File: src/rtl/bu_nested_pkg.sv
// Shared types and constants for the branch/trap resolution unit.
`ifndef PRIV_ROUTINE_START
`define PRIV_ROUTINE_START 64'h0000_0000_8000_0000
`endif

package bu_nested_pkg;

  localparam logic [63:0] PRIV_BASE_DEFAULT = `PRIV_ROUTINE_START;

  typedef enum logic [2:0] {
    OP_NONE   = 3'd0,
    OP_BRANCH = 3'd1,
    OP_JAL    = 3'd2,
    OP_JALR   = 3'd3,
    OP_AUIPC  = 3'd4,
    OP_ECALL  = 3'd5,
    OP_ERET   = 3'd6
  } op_kind_t;

  // imm carries the raw immediate; each op sign-extends its own field width
  typedef struct packed {
    op_kind_t    kind;
    logic [2:0]  funct3;
    logic [31:0] imm;
  } op_t;

  typedef enum logic {
    CPL_USER       = 1'b0,
    CPL_SUPERVISOR = 1'b1
  } cpl_t;

  typedef enum logic [2:0] {
    FAULT_NONE          = 3'd0,
    FAULT_ILLEGAL_JUMP  = 3'd1,
    FAULT_RAS_OVERFLOW  = 3'd2,
    FAULT_RAS_UNDERFLOW = 3'd3,
    FAULT_MISALIGNED    = 3'd4
  } bu_fault_t;

  localparam logic [2:0] F3_BEQ  = 3'd0;
  localparam logic [2:0] F3_BNE  = 3'd1;
  localparam logic [2:0] F3_BLT  = 3'd4;
  localparam logic [2:0] F3_BGE  = 3'd5;
  localparam logic [2:0] F3_BLTU = 3'd6;
  localparam logic [2:0] F3_BGEU = 3'd7;

endpackage

File: src/rtl/bu_nested_if.sv
// Execute-stage bus between the pipeline (master) and the resolution unit (slave).
interface bu_nested_if
  import bu_nested_pkg::*;
#(
  parameter int DATA_WIDTH = 64,
  parameter int RET_DEPTH  = 4
) ();

  logic [DATA_WIDTH-1:0]      lhs;
  logic [DATA_WIDTH-1:0]      rhs;
  logic                       lhs_valid;
  logic                       rhs_valid;
  logic                       retire;
  op_t                        op_spec;
  logic [DATA_WIDTH-1:0]      pc;
  logic [DATA_WIDTH-1:0]      result_pc;
  logic [DATA_WIDTH-1:0]      result_rd;
  logic                       result_pc_valid;
  logic                       result_rd_valid;
  logic                       taken_o;
  logic                       done_o;
  cpl_t                       cpl_o;
  logic [$clog2(RET_DEPTH):0] depth_o;
  logic                       fault_o;
  bu_fault_t                  fault_cause_o;

  modport master (
    output lhs, rhs, lhs_valid, rhs_valid, retire, op_spec, pc,
    input  result_pc, result_rd, result_pc_valid, result_rd_valid,
           taken_o, done_o, cpl_o, depth_o, fault_o, fault_cause_o
  );

  modport slave (
    input  lhs, rhs, lhs_valid, rhs_valid, retire, op_spec, pc,
    output result_pc, result_rd, result_pc_valid, result_rd_valid,
           taken_o, done_o, cpl_o, depth_o, fault_o, fault_cause_o
  );

endinterface

File: src/rtl/bu_nested_ras.sv
// Return-address LIFO; occupancy doubles as the write pointer, entries survive pops.
module bu_ras #(
  parameter int DEPTH = 4,
  parameter int WIDTH = 64
) (
  input  logic                     clk,
  input  logic                     rst,
  input  logic                     push,
  input  logic                     pop,
  input  logic [WIDTH-1:0]         push_data,
  output logic [WIDTH-1:0]         top,
  output logic [$clog2(DEPTH):0]   depth,
  output logic                     full,
  output logic                     empty
);

  localparam int AW = $clog2(DEPTH);
  localparam int DW = AW + 1;

  logic [WIDTH-1:0] mem [DEPTH];
  logic [DW-1:0]    ptr_reg;
  logic [AW-1:0]    wr_idx;
  logic [AW-1:0]    top_idx;

  assign wr_idx  = ptr_reg[AW-1:0];
  assign top_idx = wr_idx - AW'(1);
  assign full    = (ptr_reg == DW'(DEPTH));
  assign empty   = (ptr_reg == '0);
  assign depth   = ptr_reg;
  assign top     = mem[top_idx];

  always_ff @(posedge clk or posedge rst) begin
    if (rst) begin
      ptr_reg <= '0;
    end else if (push && !full) begin
      ptr_reg <= ptr_reg + DW'(1);
    end else if (pop && !empty) begin
      ptr_reg <= ptr_reg - DW'(1);
    end
  end

  always_ff @(posedge clk) begin
    if (push && !full) begin
      mem[wr_idx] <= push_data;
    end
  end

endmodule

File: src/rtl/bu_nested.sv
// Branch/trap resolution: combinational next-pc/link with nested-ECALL return stack and CPL.
module bu_nested
  import bu_nested_pkg::*;
#(
  parameter int                    DATA_WIDTH = 64,
  parameter int                    RET_DEPTH  = 4,
  parameter logic [DATA_WIDTH-1:0] PRIV_BASE  = DATA_WIDTH'(PRIV_BASE_DEFAULT)
) (
  input logic         clk,
  input logic         rst,
  bu_nested_if.slave  bus
);

  localparam logic [DATA_WIDTH-1:0] FOUR = DATA_WIDTH'(4);

  logic [DATA_WIDTH-1:0] pc_raw, rd_raw, pc_plus4, imm_b, imm_j, imm_i, imm_u, jalr_sum;
  logic                  pc_has, rd_has, taken, done, is_ecall, is_eret, cond;
  logic                  ras_full, ras_empty, push, pop;
  logic [DATA_WIDTH-1:0] ras_top;
  logic [$clog2(RET_DEPTH):0] ras_depth;
  bu_fault_t             cause;
  cpl_t                  cpl_reg;

  assign pc_plus4 = bus.pc + FOUR;
  assign imm_b    = DATA_WIDTH'($signed(bus.op_spec.imm[12:0]));
  assign imm_j    = DATA_WIDTH'($signed(bus.op_spec.imm[20:0]));
  assign imm_i    = DATA_WIDTH'($signed(bus.op_spec.imm[11:0]));
  assign imm_u    = DATA_WIDTH'($signed(bus.op_spec.imm));
  assign jalr_sum = bus.lhs + imm_i;

  always_comb begin
    pc_raw   = 'x;
    rd_raw   = 'x;
    pc_has   = 1'b0;
    rd_has   = 1'b0;
    taken    = 1'b0;
    done     = 1'b0;
    is_ecall = 1'b0;
    is_eret  = 1'b0;
    cond     = 1'b0;
    case (bus.op_spec.kind)
      OP_BRANCH: begin
        done   = bus.lhs_valid && bus.rhs_valid;
        pc_has = 1'b1;
        case (bus.op_spec.funct3)
          F3_BEQ:  cond = (bus.lhs == bus.rhs);
          F3_BNE:  cond = (bus.lhs != bus.rhs);
          F3_BLT:  cond = ($signed(bus.lhs) <  $signed(bus.rhs));
          F3_BGE:  cond = ($signed(bus.lhs) >= $signed(bus.rhs));
          F3_BLTU: cond = (bus.lhs <  bus.rhs);
          F3_BGEU: cond = (bus.lhs >= bus.rhs);
          default: cond = 1'b0;
        endcase
        taken  = cond;
        pc_raw = cond ? (bus.pc + imm_b) : pc_plus4;
      end
      OP_JAL: begin
        done   = 1'b1;
        pc_has = 1'b1;
        rd_has = 1'b1;
        taken  = 1'b1;
        pc_raw = bus.pc + imm_j;
        rd_raw = pc_plus4;
      end
      OP_JALR: begin
        done   = bus.lhs_valid;
        pc_has = 1'b1;
        rd_has = 1'b1;
        taken  = 1'b1;
        pc_raw = {jalr_sum[DATA_WIDTH-1:1], 1'b0};
        rd_raw = pc_plus4;
      end
      OP_AUIPC: begin
        done   = 1'b1;
        rd_has = 1'b1;
        rd_raw = bus.pc + imm_u;
      end
      OP_ECALL: begin
        done     = 1'b1;
        pc_has   = 1'b1;
        taken    = 1'b1;
        is_ecall = 1'b1;
        pc_raw   = PRIV_BASE;
      end
      OP_ERET: begin
        done    = 1'b1;
        pc_has  = 1'b1;
        taken   = 1'b1;
        is_eret = 1'b1;
        pc_raw  = ras_top;
      end
      default: ;
    endcase
  end

  // Stack faults outrank target checks; the ECALL entry point itself is always legal.
  always_comb begin
    cause = FAULT_NONE;
    if (done) begin
      if (is_ecall && ras_full)
        cause = FAULT_RAS_OVERFLOW;
      else if (is_eret && ras_empty)
        cause = FAULT_RAS_UNDERFLOW;
      else if (pc_has && (pc_raw >= PRIV_BASE) && !is_ecall && (cpl_reg == CPL_USER))
        cause = FAULT_ILLEGAL_JUMP;
      else if (pc_has && (pc_raw[1:0] != 2'b00))
        cause = FAULT_MISALIGNED;
    end
  end

  assign bus.result_pc       = pc_raw;
  assign bus.result_rd       = rd_raw;
  assign bus.fault_o         = (cause != FAULT_NONE);
  assign bus.fault_cause_o   = cause;
  assign bus.done_o          = done;
  assign bus.taken_o         = done && taken;
  assign bus.result_pc_valid = done && pc_has && (cause == FAULT_NONE);
  assign bus.result_rd_valid = done && rd_has && (cause == FAULT_NONE);
  assign bus.cpl_o           = cpl_reg;
  assign bus.depth_o         = ras_depth;

  assign push = bus.retire && done && (cause == FAULT_NONE) && is_ecall;
  assign pop  = bus.retire && done && (cause == FAULT_NONE) && is_eret;

  bu_ras #(
    .DEPTH (RET_DEPTH),
    .WIDTH (DATA_WIDTH)
  ) u_ras (
    .clk       (clk),
    .rst       (rst),
    .push      (push),
    .pop       (pop),
    .push_data (pc_plus4),
    .top       (ras_top),
    .depth     (ras_depth),
    .full      (ras_full),
    .empty     (ras_empty)
  );

  always_ff @(posedge clk or posedge rst) begin
    if (rst) begin
      cpl_reg <= CPL_USER;
    end else if (push) begin
      cpl_reg <= CPL_SUPERVISOR;
    end else if (pop && (ras_depth == ($clog2(RET_DEPTH)+1)'(1))) begin
      cpl_reg <= CPL_USER;
    end
  end

  a_retire_resolved: assert property (@(posedge clk) disable iff (rst) bus.retire |-> bus.done_o);

endmodule

File: src/flat_wrapper.sv
// flat-port wrapper written by rule: the top's interface ports become plain ports
module bu_nested_flat import bu_nested_pkg::*;
#(
  parameter int                    DATA_WIDTH = 64,
  parameter int                    RET_DEPTH  = 4,
  parameter logic [DATA_WIDTH-1:0] PRIV_BASE  = DATA_WIDTH'(PRIV_BASE_DEFAULT)
)
  (clk, rst, bus_lhs, bus_rhs, bus_lhs_valid, bus_rhs_valid, bus_retire, bus_op_spec, bus_pc, bus_result_pc, bus_result_rd, bus_result_pc_valid, bus_result_rd_valid, bus_taken_o, bus_done_o, bus_cpl_o, bus_depth_o, bus_fault_o, bus_fault_cause_o);
  bu_nested_if #(.DATA_WIDTH(DATA_WIDTH), .RET_DEPTH(RET_DEPTH)) bus_i ();
  input logic clk;
  input logic rst;
  input wire logic [$bits(bus_i.lhs)-1:0] bus_lhs;
  input wire logic [$bits(bus_i.rhs)-1:0] bus_rhs;
  input wire logic [$bits(bus_i.lhs_valid)-1:0] bus_lhs_valid;
  input wire logic [$bits(bus_i.rhs_valid)-1:0] bus_rhs_valid;
  input wire logic [$bits(bus_i.retire)-1:0] bus_retire;
  input wire logic [$bits(bus_i.op_spec)-1:0] bus_op_spec;
  input wire logic [$bits(bus_i.pc)-1:0] bus_pc;
  output wire logic [$bits(bus_i.result_pc)-1:0] bus_result_pc;
  output wire logic [$bits(bus_i.result_rd)-1:0] bus_result_rd;
  output wire logic [$bits(bus_i.result_pc_valid)-1:0] bus_result_pc_valid;
  output wire logic [$bits(bus_i.result_rd_valid)-1:0] bus_result_rd_valid;
  output wire logic [$bits(bus_i.taken_o)-1:0] bus_taken_o;
  output wire logic [$bits(bus_i.done_o)-1:0] bus_done_o;
  output wire logic [$bits(bus_i.cpl_o)-1:0] bus_cpl_o;
  output wire logic [$bits(bus_i.depth_o)-1:0] bus_depth_o;
  output wire logic [$bits(bus_i.fault_o)-1:0] bus_fault_o;
  output wire logic [$bits(bus_i.fault_cause_o)-1:0] bus_fault_cause_o;
  assign bus_i.lhs = bus_lhs;
  assign bus_i.rhs = bus_rhs;
  assign bus_i.lhs_valid = bus_lhs_valid;
  assign bus_i.rhs_valid = bus_rhs_valid;
  assign bus_i.retire = bus_retire;
  assign bus_i.op_spec = bus_op_spec;
  assign bus_i.pc = bus_pc;
  assign bus_result_pc = bus_i.result_pc;
  assign bus_result_rd = bus_i.result_rd;
  assign bus_result_pc_valid = bus_i.result_pc_valid;
  assign bus_result_rd_valid = bus_i.result_rd_valid;
  assign bus_taken_o = bus_i.taken_o;
  assign bus_done_o = bus_i.done_o;
  assign bus_cpl_o = bus_i.cpl_o;
  assign bus_depth_o = bus_i.depth_o;
  assign bus_fault_o = bus_i.fault_o;
  assign bus_fault_cause_o = bus_i.fault_cause_o;
  bu_nested #(.DATA_WIDTH(DATA_WIDTH), .RET_DEPTH(RET_DEPTH), .PRIV_BASE(PRIV_BASE)) u_core (.clk(clk), .rst(rst), .bus(bus_i));
endmodule
File: config.mk
export PLATFORM = sky130hd
export DESIGN_NAME = bu_nested_flat
export DESIGN_NICKNAME = d
export VERILOG_FILES = /design/src/rtl/bu_nested_pkg.sv /design/src/rtl/bu_nested_if.sv /design/src/rtl/bu_nested_ras.sv /design/src/rtl/bu_nested.sv /design/src/flat_wrapper.sv
export SDC_FILE = /design/constraint.sdc
export NUM_CORES = 1
export LEC_CHECK = 0
export BUFFER_PORTS_ARGS = -buffer_cell sky130_fd_sc_hd__buf_2
export CAP_MARGIN = 15
export CORE_ASPECT_RATIO = 1.2
export CORE_MARGIN = 3
export CORE_UTILIZATION = 30
export CTS_BUF_LIST = sky130_fd_sc_hd__clkbuf_2 sky130_fd_sc_hd__clkbuf_4 sky130_fd_sc_hd__clkbuf_8
export CTS_CLUSTER_DIAMETER = 30
export DETAILED_ROUTE_END_ITERATION = 7
export PLACE_DENSITY = 0.57
export SLEW_MARGIN = 15
export SYNTH_ARGS = -nofsm -noshare
export SYNTH_HDL_FRONTEND = slang
export SYNTH_SLANG_ARGS = --single-unit
File: constraint.sdc
create_clock -name clk -period 10.4 [get_ports clk]
set_clock_uncertainty 0.2 [all_clocks]
set_input_delay 1.04 -clock clk [delete_from_list [all_inputs] [get_ports clk]]
set_output_delay 1.04 -clock clk [all_outputs]
set_load 0.005 [all_outputs]
Word-level counts from Yosys, hierarchy flattened. Memory sizes are Yosys's and may differ from the RTL's. Cells that the tools add are included.

Register bits: 4. Bits in writable memories: 256. Output and inout bits: 140. Memories: 1.

Add/subtract/negate cells: 8. Order comparisons: 5. Equal/unequal tests: 15. Mux-type cells: 22. Bitwise operators: 1. Reductions and logical operators: 34.

Memories: u_core.u_ras.mem (words 4, width 64, rd ports 1, clocked after memory_dff 0, write ports 1, line bu_nested_ras.sv:20) `logic [WIDTH-1:0] mem [DEPTH];`.

Operators by type and width (count): 64-bit case mux with 5 select lines (1); 64-bit adder (4); 64-bit >= comparator (2); 64-bit less-than comparator (2); 64-bit case mux with 2 select lines (1); 64-bit by 3-bit adder with 64-bit output, second input constant (1); 64-bit == test (1); 64-bit by 32-bit >= comparator with 1-bit output, second input constant (1); 64-bit 2-to-1 mux (1); 64-bit != test (1); 3-bit == test, second input constant (8); 3-bit 2-to-1 mux (7); 1-bit logical AND (19); 3-bit by 1-bit == test with 1-bit output, second input constant (3); 3-bit zero test (3); 1-bit 2-to-1 mux (9); 4-bit OR reduction (2); 3-bit by 2-bit == test with 1-bit output, second input constant (2); 1-bit case mux with 6 select lines (1); 2-bit nonzero test (3); 5-bit OR reduction (1); 3-bit by 1-bit adder with 3-bit output, second input constant (1); 1-bit zero test (3); 1-bit case mux with 3 select lines (1); other kinds (7) (7).

Depth between registers and ports, before layout. Gate-level depths: netlist of run 1.

Depth after elaboration: 19. Mapped depth: 19. Depth with buffers taken out: 17.

Modules after synthesis. A second synthesis of run 1 with hierarchy kept.

Cell total of the unflattened synthesis: 3347. Area, all modules: 28688.8 sq um.

By module, submodules not included: bu_nested (instances 1, cells each 2972, area each 19115.8 sq um, seq. area each 25.0 sq um); bu_ras (instances 1, cells each 375, area each 9572.9 sq um, seq. area each 7762.4 sq um).

Worst setup path before layout of run 1. OpenSTA, ideal clock, no wires.

Path type: register to output. From: reg u_core.u_ras.ptr_reg[0] (netlist: u_core.u_ras.depth[0]). To: out bus_result_rd_valid. Data arrival time: 5.804 ns. Required time: 9.160 ns. Slack: 3.356 ns. Cell stages (with the launch flop): 20. Buffers on the path: 6. Cell sequence: dfrtp_1 buf_1 clkbuf_1 clkbuf_1 buf_1 inv_1 ha_1 buf_1 clkbuf_1 mux4_2 a22oi_1 o21ai_0 a221oi_1 o2111ai_1 a211oi_1 nand2_1 nor4_2 nand2_1 o21a_1 a211oi_2.

Cells in the longest elaborated chain, start to end: 13. Elaborated cells between the ends (all ways): 20. Classes of those cells: 1 x add/sub; 1 x order compare; 1 x eq/ne; 6 x mux; 10 x reduce/logical; 1 x memory.

Ends and longest elaborated chain: start: declaration (line bu_nested_ras.sv:21) `logic [DW-1:0] ptr_reg;`; start signal: assignment (line bu_nested_ras.sv:36) `ptr_reg <= ptr_reg + DW'(1);`; start signal: assignment (line bu_nested_ras.sv:38) `ptr_reg <= ptr_reg - DW'(1);`; 2-bit by 1-bit subtractor with 2-bit output (line bu_nested_ras.sv:26) `assign top_idx = wr_idx - AW'(1);`; memory 4 x 64 bit; 64-bit case mux with 5 select lines (line bu_nested.sv:41) `case (bus.op_spec.kind)`; 64-bit by 32-bit >= comparator with 1-bit output (line bu_nested.sv:104) `else if (pc_has && (pc_raw >= PRIV_BASE) && !is_ecall && (cpl_reg == CPL_USER))`; 1-bit logical AND (3 in series) (line bu_nested.sv:104); 3-bit 2-to-1 mux (line bu_nested.sv:104); 3-bit 2-to-1 mux (line bu_nested.sv:102) `else if (is_eret && ras_empty)`; 3-bit 2-to-1 mux (*) (line bu_nested.sv:100) `if (is_ecall && ras_full)`; 3-bit 2-to-1 mux (*) (line bu_nested.sv:99) `if (done) begin`; 3-bit zero test (*) (line bu_nested.sv:118) `assign bus.result_rd_valid = done && rd_has && (cause == FAULT_NONE);`; 1-bit logical AND (*) (line bu_nested.sv:118); end: declaration (line flat_wrapper.sv:22) `output wire logic [$bits(bus_i.result_rd_valid)-1:0] bus_result_rd_valid;`.

Mark *: on every way between the ends. The rest lies on a longest branch, timed or not.

Worst setup path after layout of run 1.
From: in bus_lhs[63]. To: out bus_fault_o.

Cells in the longest elaborated chain, start to end: 14. Elaborated cells between the ends (all ways): 23. Classes of those cells: 1 x add/sub; 5 x order compare; 2 x eq/ne; 9 x mux; 6 x reduce/logical.

Ends and longest elaborated chain: start: declaration (line flat_wrapper.sv:12) `input wire logic [$bits(bus_i.lhs)-1:0] bus_lhs;`; 64-bit >= comparator, or another cell as far along (line bu_nested.sv:51) `F3_BGEU: cond = (bus.lhs >= bus.rhs);`; 1-bit case mux with 6 select lines (line bu_nested.sv:45) `case (bus.op_spec.funct3)`; 1-bit 2-to-1 mux (line bu_nested.sv:41); 64-bit 2-to-1 mux (line bu_nested.sv:55) `pc_raw = cond ? (bus.pc + imm_b) : pc_plus4;`; 64-bit case mux with 5 select lines (*) (line bu_nested.sv:41); 64-bit by 32-bit >= comparator with 1-bit output (line bu_nested.sv:104); 1-bit logical AND (3 in series) (line bu_nested.sv:104); 3-bit 2-to-1 mux (*) (line bu_nested.sv:104); 3-bit 2-to-1 mux (*) (line bu_nested.sv:102); 3-bit 2-to-1 mux (*) (line bu_nested.sv:100); 3-bit 2-to-1 mux (*) (line bu_nested.sv:99); 3-bit nonzero test (*) (line bu_nested.sv:113) `assign bus.fault_o = (cause != FAULT_NONE);`; end: declaration (line flat_wrapper.sv:27) `output wire logic [$bits(bus_i.fault_o)-1:0] bus_fault_o;`.

Mark *: on every way between the ends. The rest lies on a longest branch, timed or not. The select of a mux whose other input is x is not followed.

==> flow_summary.ini, run 1 <==
[synth]
synthesis.nets = 3901
synth_edf_count = 256
synth_area_leaders = edfxtp_1, ha_1, a21oi_1
synth_warnings = 0
ys_types = 87
synth_top_area_cell = edfxtp_1
syn_area_um2 = 28700
ys.flop_type = edfxtp_1
synth_seq_cells = 260
syn_avg_cell_area_um2 = 8.50
synthCells = 3377
yosys.area.top_type_share_pct = 26.8
seq_area_frac_synth_pct = 27.1
synthArstFlopShare_pct = 1.54

[clocking]
clock_latency_ns = 0.59
htree_levels = 2
root_buffer = clkbuf_8
cts_setup_buffers = 0
clockBufferDepth = 3
postCtsResizedCells = 0
cts_tree = yes
postCtsHoldBufs = 0
cts_sinks = 260
clkTransAtPathRegs_ns = 0.07
cts-buffers-inserted = 37

[power_and_ir_drop]
switching_share_pct = 41.8
p_clk_share_pct = 20.7
cellPowerDensity_nw_per_um2 = 117
vdd_drop_max_v = 0.0000711
combPwrFrac_pct = 48.6
cellInternalPower_w = 0.00224
switchingPower_w = 0.00161
sequentialPowerShare_pct = 30.8
power_leakage_nw = 13.6

[detailed_routing]
via_per_inst = 5.72
wl_met1_um = 50600
dr.max_layer_used = met5
drtAntennaViolNets = 0
routed_wl_um = 122000
vias = 28492
wl_met3_um = 9200
wl_met2_um = 57400
wl_per_cell_um = 24.4
drc_errors = 0
drt_iter0_drc = 2398
first_pass_iters = 8

[sta]
fin_crit_sh_pct = 84.9
fmax_mhz = 113
slew_headroom_pct = 13.4
worst_pin_slew_ns = 1.29
final-hold-violation-count = 0
fin_setup_tns_ns = 0
finalSetupViolations = 0
min_period_ns = 8.83
drv_slew = 0
rsz0062_at_grt = no

[placed_design]
place_area_um2 = 32100
gp_congestion = 0.975
port_buffers = 374
dp.final_hpwl_um = 98200

[run]
cap_violations = 0

[worst_hold_path]
min_path_type = primary input to async pin

[grt]
track_usage_pct = 23.4
grt_pass1_vias = 27119
antenna_found_initial = 17
grt_overflow = 0
grt_max_degree = 65
grt_pass1_wl_um = 175000

[cells_and_area]
final.fill_count = 9888
seq_area_um2 = 7790
final_nets = 4224
final_area_um2 = 32800
drive_above_1_share_pct = 15.9
multi_input_area_um2 = 19700
area_growth_pct = 14.1

[setup_path]
critPathTopFamily = simple AND/OR/NAND/NOR gates
critPathBufInv = 3
crit_arrival_ns = 7.59
end_kind = primary output
cp-start-kind = primary input
cpPeakStageDelay_ns = 1.00
critPathKind = primary input to primary output
cp_cell_sequence = buf_2, ha_1, nand4_1, nor4_1, nand4_1, a31oi_1, o21ai_0, o211a_1, o211ai_4, buf_4, nand2_1, o22ai_1, a211oi_1, nor4_1, and4b_1, nand2_1, o211ai_1, o211ai_1, buf_2
required_ns = 9.16
critPathMaxFanout = 37
cp_slowest_cell = nor4_1

[floorplan]
die_h_um = 345
coreArea_um2 = 94300
die_x_um = 288
die-area_um2 = 99400
ios = 375
start_util_pct = 30.4
num_rows = 123

[status]
outcome = complete, no violations
==> placed cells by master (no fill, tap or decap), types with 42 or more instances in the layout <==
cell type	netlist	layout
buf_4	1	58
nand4_1	76	76
o21ai_0	202	201
and3_1	45	45
a21o_1	132	132
buf_2	5	374
xnor2_1	146	145
a211oi_1	42	42
ha_1	287	286
edfxtp_1	256	256
nor3_1	64	63
xor2_1	100	100
o211ai_1	43	43
nor2_1	305	304
nand2_1	279	278
a21oi_1	376	376
mux4_2	64	64
inv_1	178	178
nand3_1	82	82
==> routing by layer <==
layer  vias to the layer above  GRT usage [%]
met2                      1138           39.8
met1                     13705           30.4
met4                         8           8.01
met5                         -              0
li1                      13454              -
met3                       187           3.22
==> Yosys cell counts, drive strengths merged (76+ instances only) <==
cell and n:
xor2 100, xnor2 146, ha 287, nand3 82
nand2 279, nand4 76, inv 179, edfxtp 256
a21o 132, clkbuf 128, o21ai 208, nor2 305
a21oi 376
==> registers in the layout (all words and copies together), names as in the netlist <==
signal	count
u_core.u_ras.mem	256
u_core.bus.cpl_o	1
u_core.u_ras.depth	3
==> metrics by stage <==
stage | hold slack (ns) | instances | utilization (%) | power [W] | setup slack [ns]
after floorplan | 0.297 | 3377 | - | 0.00236 | 3.36
after global placement | 0.303 | 4911 | 34.0 | 0.00305 | 1.72
after detailed placement | 0.323 | 4911 | 34.0 | 0.00305 | 1.69
after CTS | 0.210 | 4973 | 34.7 | 0.00384 | 1.64
after global routing | 0.221 | 4978 | 34.7 | 0.00405 | 1.36
final | 0.210 | 4985 | 34.7 | 0.00384 | 1.57
==> final cells by class <==
class	count	share of cell area (%)
diodes	12	0.0917
clock buffers	40	1.62
clock inverters	22	0.443
inverters	179	2.05
multi-input cells	2790	60.2
flip-flops and latches	260	23.8
well taps	1250	4.77
repair buffers	432	7.04
==> path summary, 6_finish.rpt <==
path,start,to,slack [ns],cells past startpoint
setup / recovery,bus_lhs[63],bus_fault_o,1.57,19
hold / removal,rst,u_core.u_ras.depth[2],0.21,2
setup reg to reg,u_core.u_ras.depth[0],u_core.u_ras.mem[3][54],3.90,11
hold reg to reg,u_core.bus.cpl_o,u_core.bus.cpl_o,0.33,1
max in group asynchronous,rst,u_core.u_ras.depth[0],9.60,2
min in group clk,u_core.bus.cpl_o,u_core.bus.cpl_o,0.33,1
==> power by group through the flow <==
stage | combinational, W | clock (W) | sequential [W]
6_report | 0.00187 | 0.000794 | 0.00118
2_1_floorplan | 0.00116 | 0 | 0.00119
3_5_place_dp | 0.00184 | 0 | 0.00121
5_1_grt | 0.00202 | 0.000845 | 0.00119
4_1_cts | 0.00185 | 0.000806 | 0.00118
3_3_place_gp | 0.00184 | 0 | 0.00121
==> cell families (layout without fill, tap and decap cells) <==
| group | count (synthesis) | in the layout | synth area share [%] |
|---|---|---|---|
| AO/OA/AOI/OAI | 1123 | 1123 | 24.9 |
| AND/OR/NAND/NOR | 1030 | 1030 | 17.1 |
| other | 0 | 12 | 0 |
| adder cells (fa/ha/maj) | 289 | 289 | 12.6 |
| buffers and inverters | 327 | 673 | 4.31 |
| XOR/XNOR | 246 | 246 | 7.51 |
| flip-flops | 260 | 260 | 27.1 |
| multiplexers | 102 | 102 | 6.36 |
No activity file was read; power rests on OpenSTA's default activity.
==> inputs of run 2 (changes only) <==
- PLACE_DENSITY: 0.57 -> 0.59
- clock period: 10.4 -> 8 ns (I/O delays scaled with it)
==> flow_summary.ini, run 2 (synthesis gave the netlist of run 1 again) <==
[run]
cap_violations = 0

[floorplan]
die_x_um = 288
die_h_um = 345
coreArea_um2 = 94300
ios = 375
start_util_pct = 30.4
num_rows = 123
die-area_um2 = 99400

[cells_and_area]
final_cell_mix = a21oi_1, buf_2, nor2_1, ha_1, nand2_1
final.fill_count = 9878
largest_reg_flops = 256
largest-register = u_core.u_ras.mem
layout_commonest_cell = a21oi_1
multi_input_area_um2 = 19700
seq_area_um2 = 7790
drive_above_1_share_pct = 17.4
final_nets = 4273
final_util_pct = 35.4
final_area_um2 = 33400
area_growth_pct = 16.5

[detailed_routing]
via_per_inst = 5.73
vias = 28900
drt_iter0_drc = 2833
drtAntennaViolNets = 0
routed_wl_um = 124000
drc_errors = 2
wl_per_cell_um = 24.7
first_pass_iters = 8

[grt]
antenna_found_initial = 12
grt_max_degree = 69
grt_pass1_wl_um = 179000
grt_overflow = 0
track_usage_pct = 24.0
grt_pass1_vias = 27730

[clocking]
cts_setup_buffers = 0
clock_latency_ns = 0.67
cts-buffers-inserted = 48
clkTransAtPathRegs_ns = 0.06
htree_levels = 2
cts_sinks = 260
root_buffer = clkbuf_8
clockBufferDepth = 3
cts_tree = yes

[placed_design]
port_buffers = 374
place_area_um2 = 32400
gp_congestion = 0.964
dp.final_hpwl_um = 99800

[sta]
holdWs_ns = 0.220
fin_setup_tns_ns = 0
fin_crit_sh_pct = 94.3
min_period_ns = 7.54
drv_slew = 0
worst_pin_slew_ns = 1.24
final-hold-violation-count = 0
slew_headroom_pct = 16.7
fmax_mhz = 133
rsz0062_at_grt = no
finalSetupViolations = 0

[setup_path]
end_kind = primary output
required_ns = 7.00
ff2ff_path_depth = 15
cp-start-kind = primary input
critPathMaxFanout = 38
crit_arrival_ns = 6.54
critPathKind = primary input to primary output

[power_and_ir_drop]
vdd_drop_max_v = 0.0000977
cellPowerDensity_nw_per_um2 = 160
power_leakage_nw = 13.9

[worst_hold_path]
worstHoldPathCells = 1
min_path_type = primary input to register

[status]
violations = design-rule violations
outcome = finished, violations left
-- run 2: changes by cell type in the layout (fill, tap and decap cells not counted), sizes merged --
cell,previous run,this run
diode,12,6
clkinvlp,2,8
clkbuf,40,56
inv,182,184
dlygate4sd3,0,1
bufinv,1,3
buf,432,469
-- run 2: final cells by class --
type,count,share of cell area (%)
flip-flops and latches,260,23.3
clock buffers,56,2.16
repair buffers,470,7.99
inverters,179,2.01
multi-input cells,2790,59.0
clock inverters,32,0.838
diodes,6,0.0449
well taps,1250,4.68
-- run 2: layer usage --
metal  track usage, %  wire [um]  up-vias  part of all wire (%)
met4             9.79       5260        2                   4.2
met2             41.0      59200     1184                    48
met5                0         13        -                 0.010
met1             30.9      52100    13928                    42
met3             2.66       7810      221                   6.3
li1                 -          -    13565                     -
-- run 2: per-stage QoR --
step / total power, W / instances / worst slack (ns)
floorplan: 0.00306 / 3377 / 1.20
global placement: 0.00401 / 4948 / 0.448
detailed placement: 0.00401 / 4948 / 0.338
CTS: 0.00536 / 5037 / 0.330
global route: 0.00564 / 5041 / 0.0869
finish: 0.00536 / 5043 / 0.458
-- run 2: final timing paths --
| check | from | endpoint | slack [ns] |
|---|---|---|---|
| max in group asynchronous | rst | u_core.u_ras.depth[0] | 7.05 |
| min reg2reg | u_core.bus.cpl_o | u_core.bus.cpl_o | 0.35 |
| max | bus_op_spec[12] | bus_result_rd_valid | 0.46 |
| max reg2reg | u_core.u_ras.depth[1] | u_core.u_ras.depth[0] | 2.90 |
| min in group asynchronous | rst | u_core.u_ras.depth[0] | 0.39 |
| min | bus_pc[0] | u_core.u_ras.mem[0][0] | 0.22 |
-- run 2: report_power, final --
part           switching, W  internal, W  total, W
clock network      0.000622     0.000715   0.00134
logic               0.00154     0.000953   0.00249
registers         0.0000124      0.00151   0.00153
-- run 2: what timing repair did --
item,4_1_cts,5_1_grt
endpoints found under the hold margin,4,0
gates resized for setup,0,1
endpoints found under the setup margin,0,4
hold buffers,1,0
-- run 2: worst max-delay path, stage by stage --
cell	delay (ns)
buf_2	0.30
buf_4	0.48
ha_1	0.31
nand2_1	0.10
nor3_1	0.29
nand3_1	0.15
nor3_1	0.38
nor3_1	0.18
o41ai_2	0.44
o21ai_0	0.26
buf_4	0.21
o31ai_1	0.39
xnor2_1	0.24
o221ai_1	0.17
or4_1	0.47
nor4_2	0.48
nand2_1	0.24
o21a_1	0.29
a211oi_2	0.21
buf_2	0.15
